===== src/rtl/rcl_pkg.sv =====
// Shared types and constants for the RCL coefficient initiator and its reference model.
package rcl_pkg;

  localparam int unsigned COEF_W = 5;
  localparam int unsigned S_W    = 11;
  localparam int unsigned R_W    = 16;
  localparam int unsigned D_W    = 24;

  typedef enum logic [1:0] {
    REL_NONE    = 2'd0,
    REL_TANGENT = 2'd1,
    REL_SECANT  = 2'd2,
    REL_INVALID = 2'd3
  } rel_e;

  typedef enum logic [2:0] {
    StIdle  = 3'd0,
    StSend0 = 3'd1,
    StSend1 = 3'd2,
    StSend2 = 3'd3,
    StWait  = 3'd4,
    StResp  = 3'd5
  } tx_state_e;

  typedef struct packed {
    logic signed [COEF_W-1:0] a;
    logic signed [COEF_W-1:0] b;
    logic signed [COEF_W-1:0] c;
    logic signed [COEF_W-1:0] m;
    logic signed [COEF_W-1:0] n;
    logic        [COEF_W-1:0] k;
  } coef_job_t;

endpackage


===== src/rtl/rcl_coef_tx_rel_model.sv =====
// Combinational line/circle relation calculator: compares (a^2+b^2)*k against (a*m+b*n+c)^2.
module rcl_rel_model
  import rcl_pkg::*;
(
  input  logic signed [COEF_W-1:0] a_i,
  input  logic signed [COEF_W-1:0] b_i,
  input  logic signed [COEF_W-1:0] c_i,
  input  logic signed [COEF_W-1:0] m_i,
  input  logic signed [COEF_W-1:0] n_i,
  input  logic        [COEF_W-1:0] k_i,
  output logic        [1:0]        rel_o
);

  logic signed [S_W-1:0] a_x, b_x, c_x, m_x, n_x;
  logic signed [S_W-1:0] sq_sum, s;
  logic signed [D_W-1:0] s_x;
  logic        [R_W-1:0] r;
  logic        [D_W-1:0] d;

  always_comb begin
    a_x    = S_W'(a_i);
    b_x    = S_W'(b_i);
    c_x    = S_W'(c_i);
    m_x    = S_W'(m_i);
    n_x    = S_W'(n_i);
    sq_sum = a_x * a_x + b_x * b_x;
    // sq_sum is never negative, so the unsigned view is exact
    r      = R_W'($unsigned(sq_sum)) * R_W'(k_i);
    s      = a_x * m_x + b_x * n_x + c_x;
    s_x    = D_W'(s);
    d      = $unsigned(s_x * s_x);
    if (D_W'(r) < d) begin
      rel_o = REL_NONE;
    end else if (D_W'(r) == d) begin
      rel_o = REL_TANGENT;
    end else begin
      rel_o = REL_SECANT;
    end
  end

endmodule


===== src/rtl/rcl_coef_tx.sv =====
// RCL coefficient initiator: serialises one job over 3 beats and returns the relation upstream.
// Define RCL_TX_CHECK_EN to compare the responder's answer against a local model.
module rcl_coef_tx
  import rcl_pkg::*;
#(
  parameter int unsigned TIMEOUT_CYC = 8
) (
  input  logic              clk,
  input  logic              rst_n,
  input  logic              req_valid_i,
  output logic              req_ready_o,
  input  logic [COEF_W-1:0] req_a_i,
  input  logic [COEF_W-1:0] req_b_i,
  input  logic [COEF_W-1:0] req_c_i,
  input  logic [COEF_W-1:0] req_m_i,
  input  logic [COEF_W-1:0] req_n_i,
  input  logic [COEF_W-1:0] req_k_i,
  output logic              tx_valid_o,
  output logic [COEF_W-1:0] tx_coef_l_o,
  output logic [COEF_W-1:0] tx_coef_q_o,
  input  logic              rx_valid_i,
  input  logic [1:0]        rx_out_i,
  output logic              rsp_valid_o,
  input  logic              rsp_ready_i,
  output logic [1:0]        rsp_rel_o,
  output logic              rsp_timeout_o,
  output logic              rsp_mismatch_o
);

  localparam logic [7:0] TimeoutLast = 8'(TIMEOUT_CYC - 1);

  tx_state_e  state_q;
  coef_job_t  job_q;
  logic [7:0] wait_cnt_q;
  logic [1:0] rsp_rel_q;
  logic       rsp_timeout_q;
  logic       rsp_mismatch_q;
  logic       mismatch_d;

`ifdef RCL_TX_CHECK_EN
  logic [1:0] exp_rel;

  rcl_rel_model u_rel_model (
    .a_i   (job_q.a),
    .b_i   (job_q.b),
    .c_i   (job_q.c),
    .m_i   (job_q.m),
    .n_i   (job_q.n),
    .k_i   (job_q.k),
    .rel_o (exp_rel)
  );

  assign mismatch_d = (rx_out_i != exp_rel);
`else
  assign mismatch_d = 1'b0;
`endif

  always_ff @(posedge clk or negedge rst_n) begin
    if (!rst_n) begin
      state_q        <= StIdle;
      job_q          <= '0;
      wait_cnt_q     <= '0;
      rsp_rel_q      <= REL_NONE;
      rsp_timeout_q  <= 1'b0;
      rsp_mismatch_q <= 1'b0;
    end else begin
      case (state_q)
        StIdle: begin
          if (req_valid_i) begin
            job_q   <= '{a: req_a_i, b: req_b_i, c: req_c_i,
                         m: req_m_i, n: req_n_i, k: req_k_i};
            state_q <= StSend0;
          end
        end
        StSend0: state_q <= StSend1;
        StSend1: state_q <= StSend2;
        StSend2: begin
          wait_cnt_q <= '0;
          state_q    <= StWait;
        end
        StWait: begin
          // A response arriving on the last allowed cycle still beats the timeout
          if (rx_valid_i) begin
            rsp_rel_q      <= rx_out_i;
            rsp_timeout_q  <= 1'b0;
            rsp_mismatch_q <= mismatch_d;
            state_q        <= StResp;
          end else if (wait_cnt_q == TimeoutLast) begin
            rsp_rel_q      <= REL_INVALID;
            rsp_timeout_q  <= 1'b1;
            rsp_mismatch_q <= 1'b0;
            state_q        <= StResp;
          end else begin
            wait_cnt_q <= wait_cnt_q + 8'd1;
          end
        end
        StResp: begin
          if (rsp_ready_i) begin
            rsp_rel_q      <= REL_NONE;
            rsp_timeout_q  <= 1'b0;
            rsp_mismatch_q <= 1'b0;
            state_q        <= StIdle;
          end
        end
        default: state_q <= StIdle;
      endcase
    end
  end

  always_comb begin
    tx_valid_o  = 1'b0;
    tx_coef_l_o = '0;
    tx_coef_q_o = '0;
    case (state_q)
      StSend0: begin
        tx_valid_o  = 1'b1;
        tx_coef_l_o = job_q.a;
        tx_coef_q_o = job_q.m;
      end
      StSend1: begin
        tx_valid_o  = 1'b1;
        tx_coef_l_o = job_q.b;
        tx_coef_q_o = job_q.n;
      end
      StSend2: begin
        tx_valid_o  = 1'b1;
        tx_coef_l_o = job_q.c;
        tx_coef_q_o = job_q.k;
      end
      default: ;
    endcase
  end

  assign req_ready_o    = (state_q == StIdle);
  assign rsp_valid_o    = (state_q == StResp);
  assign rsp_rel_o      = rsp_rel_q;
  assign rsp_timeout_o  = rsp_timeout_q;
  assign rsp_mismatch_o = rsp_mismatch_q;

endmodule


===== config.mk =====
export PLATFORM = sky130hd
export DESIGN_NAME = rcl_coef_tx
export DESIGN_NICKNAME = d
export VERILOG_FILES = /design/src/rtl/rcl_pkg.sv /design/src/rtl/rcl_coef_tx_rel_model.sv /design/src/rtl/rcl_coef_tx.sv
export SDC_FILE = /design/constraint.sdc
export NUM_CORES = 1
export LEC_CHECK = 0
export ABC_CLOCK_PERIOD_IN_PS = 1500
export CAP_MARGIN = 20
export CELL_PAD_IN_SITES_DETAIL_PLACEMENT = 1
export CELL_PAD_IN_SITES_GLOBAL_PLACEMENT = 2
export CORE_MARGIN = 4
export CORE_UTILIZATION = 36
export DETAILED_ROUTE_END_ITERATION = 12
export DONT_BUFFER_PORTS = 1
export PLACE_DENSITY_LB_ADDON = 0.08
export SYNTH_ARGS = -nofsm -noshare
export SYNTH_HDL_FRONTEND = slang
export SYNTH_SLANG_ARGS = --single-unit

===== constraint.sdc =====
create_clock -name clk -period 1.5 [get_ports clk]
set_input_delay 0.15 -clock clk [delete_from_list [all_inputs] [get_ports clk]]
set_output_delay 0.15 -clock clk [all_outputs]
set_load 0.01 [all_outputs]

==> flow_results.org, run 1 <==
** Placed design
- Number of cells after detailed placement :: ~270
- Detailed placer's ending HPWL :: between 3000 and 4000 µm
- At the end of routability-driven placement, the weighted congestion stood at 0.735.
- Post-placement worst setup slack :: -204 ps
- During placement, the flow inserted port buffers numbering 0.

** Critical path
- Data required time at the worst endpoint :: about 1700 ps
- In this run the worst path has a maximum fanout of 4.
- Slowest cell on crit path :: or4_4
- Traced cell by cell, the critical path runs through or4_4, o31ai_4, buf_6, nand3_2, o21ai_2.
- STA classifies the critical path startpoint as a flop.
- Slowest cell delay on critical path :: approximately 580 ps
- Data arrival time at the worst-slack endpoint :: ~1900 ps
- The worst setup path is of the reg2reg kind.
- Capturing element type of the critical path :: flop

** Power
- In this run switching power makes up a little over a third of total power.
- Dividing total power by cell area gives a power density of slightly above 2000 mW/mm².
- The internal portion of the total power is about 0.0044 W.
- Sequential cells account for approximately a third of the total power.
- The analysis attributes to net switching a power of ~0.0023 W.
- Combinational logic burns between 50% and 60% of the power.
- Clock Power Share :: roughly 15%
- Max VDD drop :: about 0.00090 V
- Summed over all cells, the static leakage comes to roughly 1.5 nW.

** Clocking
- In this run the deepest clock path goes through 2 buffers.
- Counting every sink on the clock net gives 44.
- Number of buffers added by the clock tree synthesis step :: 5
- TritonCTS clock tree :: yes
- Root Driver :: clkbuf_8
- The H-tree was split into 2 levels.
- After clock tree synthesis, the clock-pin slew on the worst setup and hold paths is roughly 90 ps.
- For the worst-skew pair, the clock arrives at the later sink with an insertion delay of about 300 ps.

** GRT
- Largest net degree at the start of global routing :: 45
- Summed over all layers, the global routing overflow is 0.
- Initial antenna violation count :: 0
- Global routing usage summed across all routing layers :: about 18%
- The number of global-route vias before repair was between 1,500 and 2,000.
- The first global-routing pass estimated between 10,000 and 15,000 µm of wire.

** STA
- In the post-route analysis, the smallest setup slack over all paths is -170 ps.
- The final number of max-transition violations came to 0.
- Final number of hold-violating endpoints :: 0
- The tightest hold path in the finished design has a slack of about 26 ps.
- Between clock sinks in the finished design, the worst skew comes to around 12 ps.
- Fmax achieved :: ~600 MHz
- Setup repair after global routing could not meet its margin everywhere.
- Post-route minimum period :: around 1700 ps
- For the final routed database, the setup TNS stands at -4380 ps.
- Final critical-path share of the clock period :: 111%
- Number of setup violations in the final report :: 52

** Synthesis
- Gate count after technology mapping :: between 150 and 200
- Counting every net in the synthesized netlist gives 216.
- After synthesis the cells add up to about 0.0022 mm².
- Number of synthesized flops with an enable pin :: 0
- Yosys attributes the largest share of cell area to dfrtp_1 51%, mux2_2 21%, a22oi_1 3.4%.
- Count of synthesis-stage warnings from yosys :: 0
- After synthesis, the netlist uses 37 different library cells.
- dfrtp_1 is the most common cell in the netlist.
- In this run the biggest area consumer among cell types represents between 50% and 60% of the synthesized area.
- Dividing the synthesized area by the synthesized cell count gives about 12 µm².
- Post-synthesis async set-or-reset flop share :: 100%
- After synthesis the netlist holds a flip-flop and latch count of 44.
- For this run, the register share of the synthesized area comes to between 50% and 60%.
- The most used flip-flop cell after synthesis is dfrtp_1.
- The biggest area contributor in the post-synthesis netlist is dfrtp_1.
- Counting instances in the post-synthesis netlist gives the leading cell types as 44 x dfrtp_1, 40 x mux2_2, 13 x nor2_1.

** Floorplan
- Width of the die :: around 86 µm
- The initialized floorplan defines 28 standard-cell rows.
- Floorplan die area :: approximately 0.0074 mm²
- 54 I/O pins were placed.
- For this configuration, the core starts out at a cell density of a little under two fifths.
- The die is between 80 and 90 µm tall.
- Std-Cell Core Area :: a little under 0.006 mm²

** Final layout
- Cell Count, Final, Fillers Out :: 319
- Inserted Diodes :: 0
- Once layout is complete, the utilization of the core stands at 56.9%.
- Layout Nets :: between 200 and 300
- Counting the fill cells in the layout gives 576.
- Cells with a size suffix above 1 make up between 50% and 60% of the layout.
- Post-synthesis to final-layout area growth :: 53.7%

** Detailed routing
- Via-per-instance ratio :: roughly 5.2
- The first detailed-routing pass ran for 4 iterations.
- In this run the remaining antenna-violating nets after routing total 0.
- After detailed routing, the average wire length per cell comes to 20.1 µm.
- Number of DRC violations after detailed routing :: 0
- Initial drt markers :: 41
- Summed over all layers, the routed wires come to around 6400 µm.
- The final route contains between 1,500 and 2,000 vias.

** Status
- The final reports fail on negative setup slack.
- The flow ran to the end, but the final reports show violations.

** Min path
- Worst hold path class :: in2reg

** Job
- Max Cap Violations :: 0
## routing by layer
metal | part of all wire, % | vias up | global-route usage, %
met4 | 1.3 | 0 | 4.89
met5 | 0 | - | 0
met2 | 50 | 44 | 30.2
li1 | - | 772 | -
met1 | 45 | 846 | 22.8
met3 | 4.2 | 9 | 3.94
## power groups by stage
stage                     clock [W]  combinational (W)  sequential [W]
after floorplan                   0            0.00180         0.00195
after global placement            0            0.00219         0.00207
after detailed placement          0            0.00227         0.00212
after CTS                   0.00100            0.00349         0.00212
after global routing        0.00106            0.00384         0.00223
final                      0.000981            0.00361         0.00215
## worst paths after layout
path                                       to           from  cells past startpoint  slack, ps
worst max-delay path            wait_cnt_q[0]  wait_cnt_q[4]                      5       -170
worst min-delay path             rsp_rel_o[0]    rx_out_i[0]                      2         30
worst max register to register  wait_cnt_q[0]  wait_cnt_q[4]                      5       -170
worst min register to register       job_q[6]       job_q[6]                      1        520
max in group asynchronous          state_q[0]          rst_n                      2        920
min in group asynchronous           job_q[15]          rst_n                      2        350
## critical path: cells and delay by family, from the launching register on
| family | cells | cell delay, ps |
|---|---|---|
| buf+inv | 1 | 170 |
| flops | 1 | 390 |
| simple gates | 2 | 650 |
| compound gates | 2 | 380 |
## area by class of cell
class	instances	area (µm²)	share of cell area, %
sequential	44	1100	32.9
clock buffer	6	82.6	2.47
tap	75	93.8	2.80
multi-input combinational	121	1280	38.3
clock inverter	2	38.8	1.16
inverter	2	7.51	0.224
timing repair buffer	69	741	22.1
## cell families after synthesis
| kind of cell | after synthesis | synth area share (%) |
|---|---|---|
| adder cells (fa/ha/maj) | 1 | 0.574 |
| flip-flops | 44 | 50.5 |
| AND/OR/NAND/NOR | 47 | 11.9 |
| XOR/XNOR | 1 | 0.402 |
| other | 1 | 0.172 |
| multiplexers | 43 | 22.0 |
| AO/OA/AOI/OAI | 28 | 9.99 |
| buffers and inverters | 13 | 4.42 |
## sequential cells by signal (all words and copies together) (netlist names)
| name | cells |
|---|---|
| rsp_rel_o | 2 |
| state_q | 3 |
| rsp_timeout_o | 1 |
| wait_cnt_q | 8 |
| job_q | 30 |
## layout by cell type, fill, tap and decap left out, drive strengths merged, types with 4 or more instances in the layout
cell type    count
a22oi           10
buf             36
clkbuf           6
dfrtp           44
dlygate4sd3     33
mux2            40
nand2           10
nand3            7
nor2            13
o21ai            4
## metrics by stage
stage	power [W]	cell area, µm²
finish	0.00674	3350
global route	0.00713	3350
CTS	0.00661	3330
detailed placement	0.00439	2410
global placement	0.00426	2410
floorplan	0.00376	2210
## repair_timing
item | in CTS | in global routing
setup endpoints to repair | 52 | 55
pin swaps | 17 | 12
cloned | 2 | 0
buffers inserted | 13 | 0
endpoints found under the hold margin | 75 | 0
hold buffers | 34 | 0
gates resized for setup | 69 | 23
(Power assumes the default switching activity.)
==> inputs of run 2 (changes only) <==
RECOVER_POWER = 100   (was default)
==> run 2 against run 1 <==
Against the previous run:
- the flow still finishes with violations (negative setup slack)
- largest power group unchanged
- combinational power hardly changed
- hold slack hardly changed
- first-iteration DRC count is the same
- largest cell class unchanged
- total power is 0.30% lower
- clock skew barely moved
- setup slack lost 24 ps
==> flow_results.org, run 2 (synthesis results as in run 1) <==
** GRT
- Global routing usage summed across all routing layers :: 17.8%
- Entering global routing, the biggest net connects 45 pins.
- Summed over all layers, the global routing overflow is 0.
- The number of global-route vias before repair came to a little under 2,000.
- The first global-routing pass estimated 10,200 µm of wire.
- Initial antenna violation count :: 0

** Clocking
- TritonCTS clock tree :: yes
- Clock tree synthesis inserted a total of 5 buffers.
- The clock tree synthesis step divided the H-tree into 2 levels.
- Root Driver :: clkbuf_8
- Clock-pin slew was measured on the worst setup and hold paths at 90 ps.
- The clock drives between 40 and 50 sinks.
- The longest clock path from root to sink contains 2 buffers.
- Clock latency on the worst-skew pair :: about 300 ps

** Detailed routing
- The routed layout has between 1,500 and 2,000 vias.
- Detail Route Antenna Nets :: 0
- After detailed routing, the total wire length is approximately 6400 µm.
- Dividing the detail-routed via count by the number of cells gives 5.24.
- Avg WL per Cell :: between 20 and 25 µm
- For this block, the initial DRC count from the detailed router was approximately 40.
- Pre-antenna DRT Iters :: 4
- Number of DRC violations after detailed routing :: 0

** STA
- The worst pin sits at a relative slew slack of a little under a third.
- Clock skew after layout :: ~12 ps
- The number of hold violations in the final report came to 0.
- Number of pins with negative max-slew slack in the final report :: 0
- Final WS setup :: -195 ps
- Worst Max-Slew Pin Slew :: 1050 ps
- Post-route minimum period :: around 1700 ps
- Final critical-path share of the clock period :: 113%
- Setup repair after global routing could not meet its margin everywhere.
- Based on the critical path, the design can be clocked at up to 590 MHz.
- Number of setup violations in the final report :: 52

** Placed design
- Detailed placer's ending HPWL :: between 3000 and 4000 µm
- Final estimated routing congestion in global placement :: around 0.74
- PortBufs :: 0

** Min path
- Worst hold endpoint :: rsp_rel_o[0]
- Hold path depth :: 2
- Startpoint of the tightest hold check path :: rx_out_i[0]
- Worst hold path class :: in2reg

** Final layout
- For this run, the share of the core covered by cells in the final layout is between 50% and 60%.
- Inserted Diodes :: 0
- Number of flip-flops in the largest register :: 30
- The post-route netlist has about 52% of its cells at a drive strength greater than 1.
- The layout has 580 filler cells.
- Most common cell after layout, fill and taps aside :: dfrtp_1
- Largest Register :: job_q
- Commonest cells after routing, fill and taps aside :: 43 x dfrtp_1, 39 x mux2_4, 33 x dlygate4sd3_1
- At the end of the flow, the number of nets in the layout was around 280.
- Largest registers :: job_q: 30 flops, wait_cnt_q: 8 flops, state_q: 3 flops
- Post-synthesis to final-layout area growth :: 52.5%

** Critical path
- Together, buffers and inverters on the worst path number 1.
- In this design, the stage delay of the slowest critical-path cell is roughly 480 ps.
- Capturing element type of the critical path :: primary output
- The endpoint identified for the worst register-to-register timing path is wait_cnt_q[0].
- Among cell families on the critical path, the largest total delay comes from flip-flops.
- Slowest cell on crit path :: dfrtp_1
- Across all register-to-register paths, the minimum setup slack is -170 ps.
- Data required time at the worst endpoint :: between 1000 and 1500 ps
- The startpoint identified for the worst register-to-register timing path is wait_cnt_q[4].
- Data on the critical path arrives at its endpoint at around 1500 ps.
- By startpoint and endpoint, the worst setup path is classified as reg2out.
- Counting cells, the worst reg-to-reg path comes to 5.
- Sequence of cells on the critical path :: buf_6, mux2_2, a22oi_2, nor2_2
- Along the worst path, the maximum fanout reaches 5.
- Crit path launch type :: flop

** Floorplan
- Floorplan die area :: roughly 0.0074 mm²
- DIE HEIGHT :: approximately 86 µm
- Initial core utilization :: between 30% and 40%
- In this run the horizontal extent of the chip is approximately 86 µm.
- The core region is slightly below 0.006 mm².
- Number of top-level design ports :: 54
- Placement row count :: 28

** Power
- Cell internal power was estimated by the tool at ~0.0044 W.
- For this design the static power due to leakage is about 1.5 nW.
- Psw :: about 0.0023 W
- Power per cell area :: ~2000 mW/mm²
- Max VDD drop :: slightly below 0.0009 V
- Of the total power, combinational logic draws 53.4%.
- Of the total power, the clock network draws between 10 and 15%.
- Share of total power consumed by net switching :: a little over a third
- Overall power of the completed layout :: 0.00672 W
- Per report_power, the sequential group accounts for 31.9% of the total.

** Status
- Violated checks :: negative setup slack
- The flow ran to the end, but the final reports show violations.

** Job
- Max Cap Violations :: 0
-- run 2: changes by cell type in the layout (fill, tap and decap cells not counted) --
cell / before / now
nor2_2: 11 / 10
dfrtp_1: 42 / 43
buf_2: 0 / 1
buf_16: 2 / 1
dfrtp_2: 2 / 1
nor2_1: 2 / 3
-- run 2: timing repair --
action,4_1_cts,5_1_grt
pin swaps,17,12
gates cloned,2,0
resized for setup,69,23
hold buffers,34,0
setup endpoints to repair,52,55
setup buffers,13,0
endpoints found under the hold margin,75,0
-- run 2: power by group through the flow --
stage / Combinational (W) / Clock, W / Sequential, W
2_1_floorplan: 0.00180 / 0 / 0.00195
3_3_place_gp: 0.00219 / 0 / 0.00207
3_5_place_dp: 0.00227 / 0 / 0.00212
4_1_cts: 0.00349 / 0.00100 / 0.00212
5_1_grt: 0.00382 / 0.00106 / 0.00222
6_report: 0.00359 / 0.000981 / 0.00215
-- run 2: how the worst max path moves through the flow --
stage,endpoint,cells past startpoint,start
4_1_cts,rsp_timeout_o,5,wait_cnt_q[5]
6_report,tx_coef_l_o[0],4,state_q[0]
3_3_place_gp,wait_cnt_q[2],4,wait_cnt_q[6]
3_5_place_dp,wait_cnt_q[3],4,wait_cnt_q[6]
5_1_grt,tx_coef_l_o[0],4,state_q[0]
2_1_floorplan,wait_cnt_q[4],4,wait_cnt_q[5]
-- run 2: cell type report --
cell class              instances  area (µm²)  area share [%]
clock buffers                   6        82.6            2.48
clock inverters                 2        38.8            1.17
inverters                       2        7.51           0.226
multi-input cells             121        1280            38.5
flip-flops and latches         44        1100            33.2
well taps                      75        93.8            2.82
repair buffers                 69         718            21.6
-- run 2: through the flow --
stage	instances	instance area, µm²	TNS (ps)	worst slack (ps)	hold WS, ps
detailed placement	266	2410	-1890	-204	-144
global route	319	3320	-9340	-294	35.9
global placement	266	2410	-600	-99.4	-144
floorplan	178	2210	-370	-84.9	-146
finish	319	3320	-5460	-195	26.2
CTS	323	3330	-7050	-200	22.5
-- run 2: routing by layer --
layer  wire length (µm)  track usage, %  vias up
met1               2860            22.8      847
met4                 81            4.89        0
li1                   -               -      772
met2               3200            30.2       44
met3                266            3.94        9
met5                  0               0        -
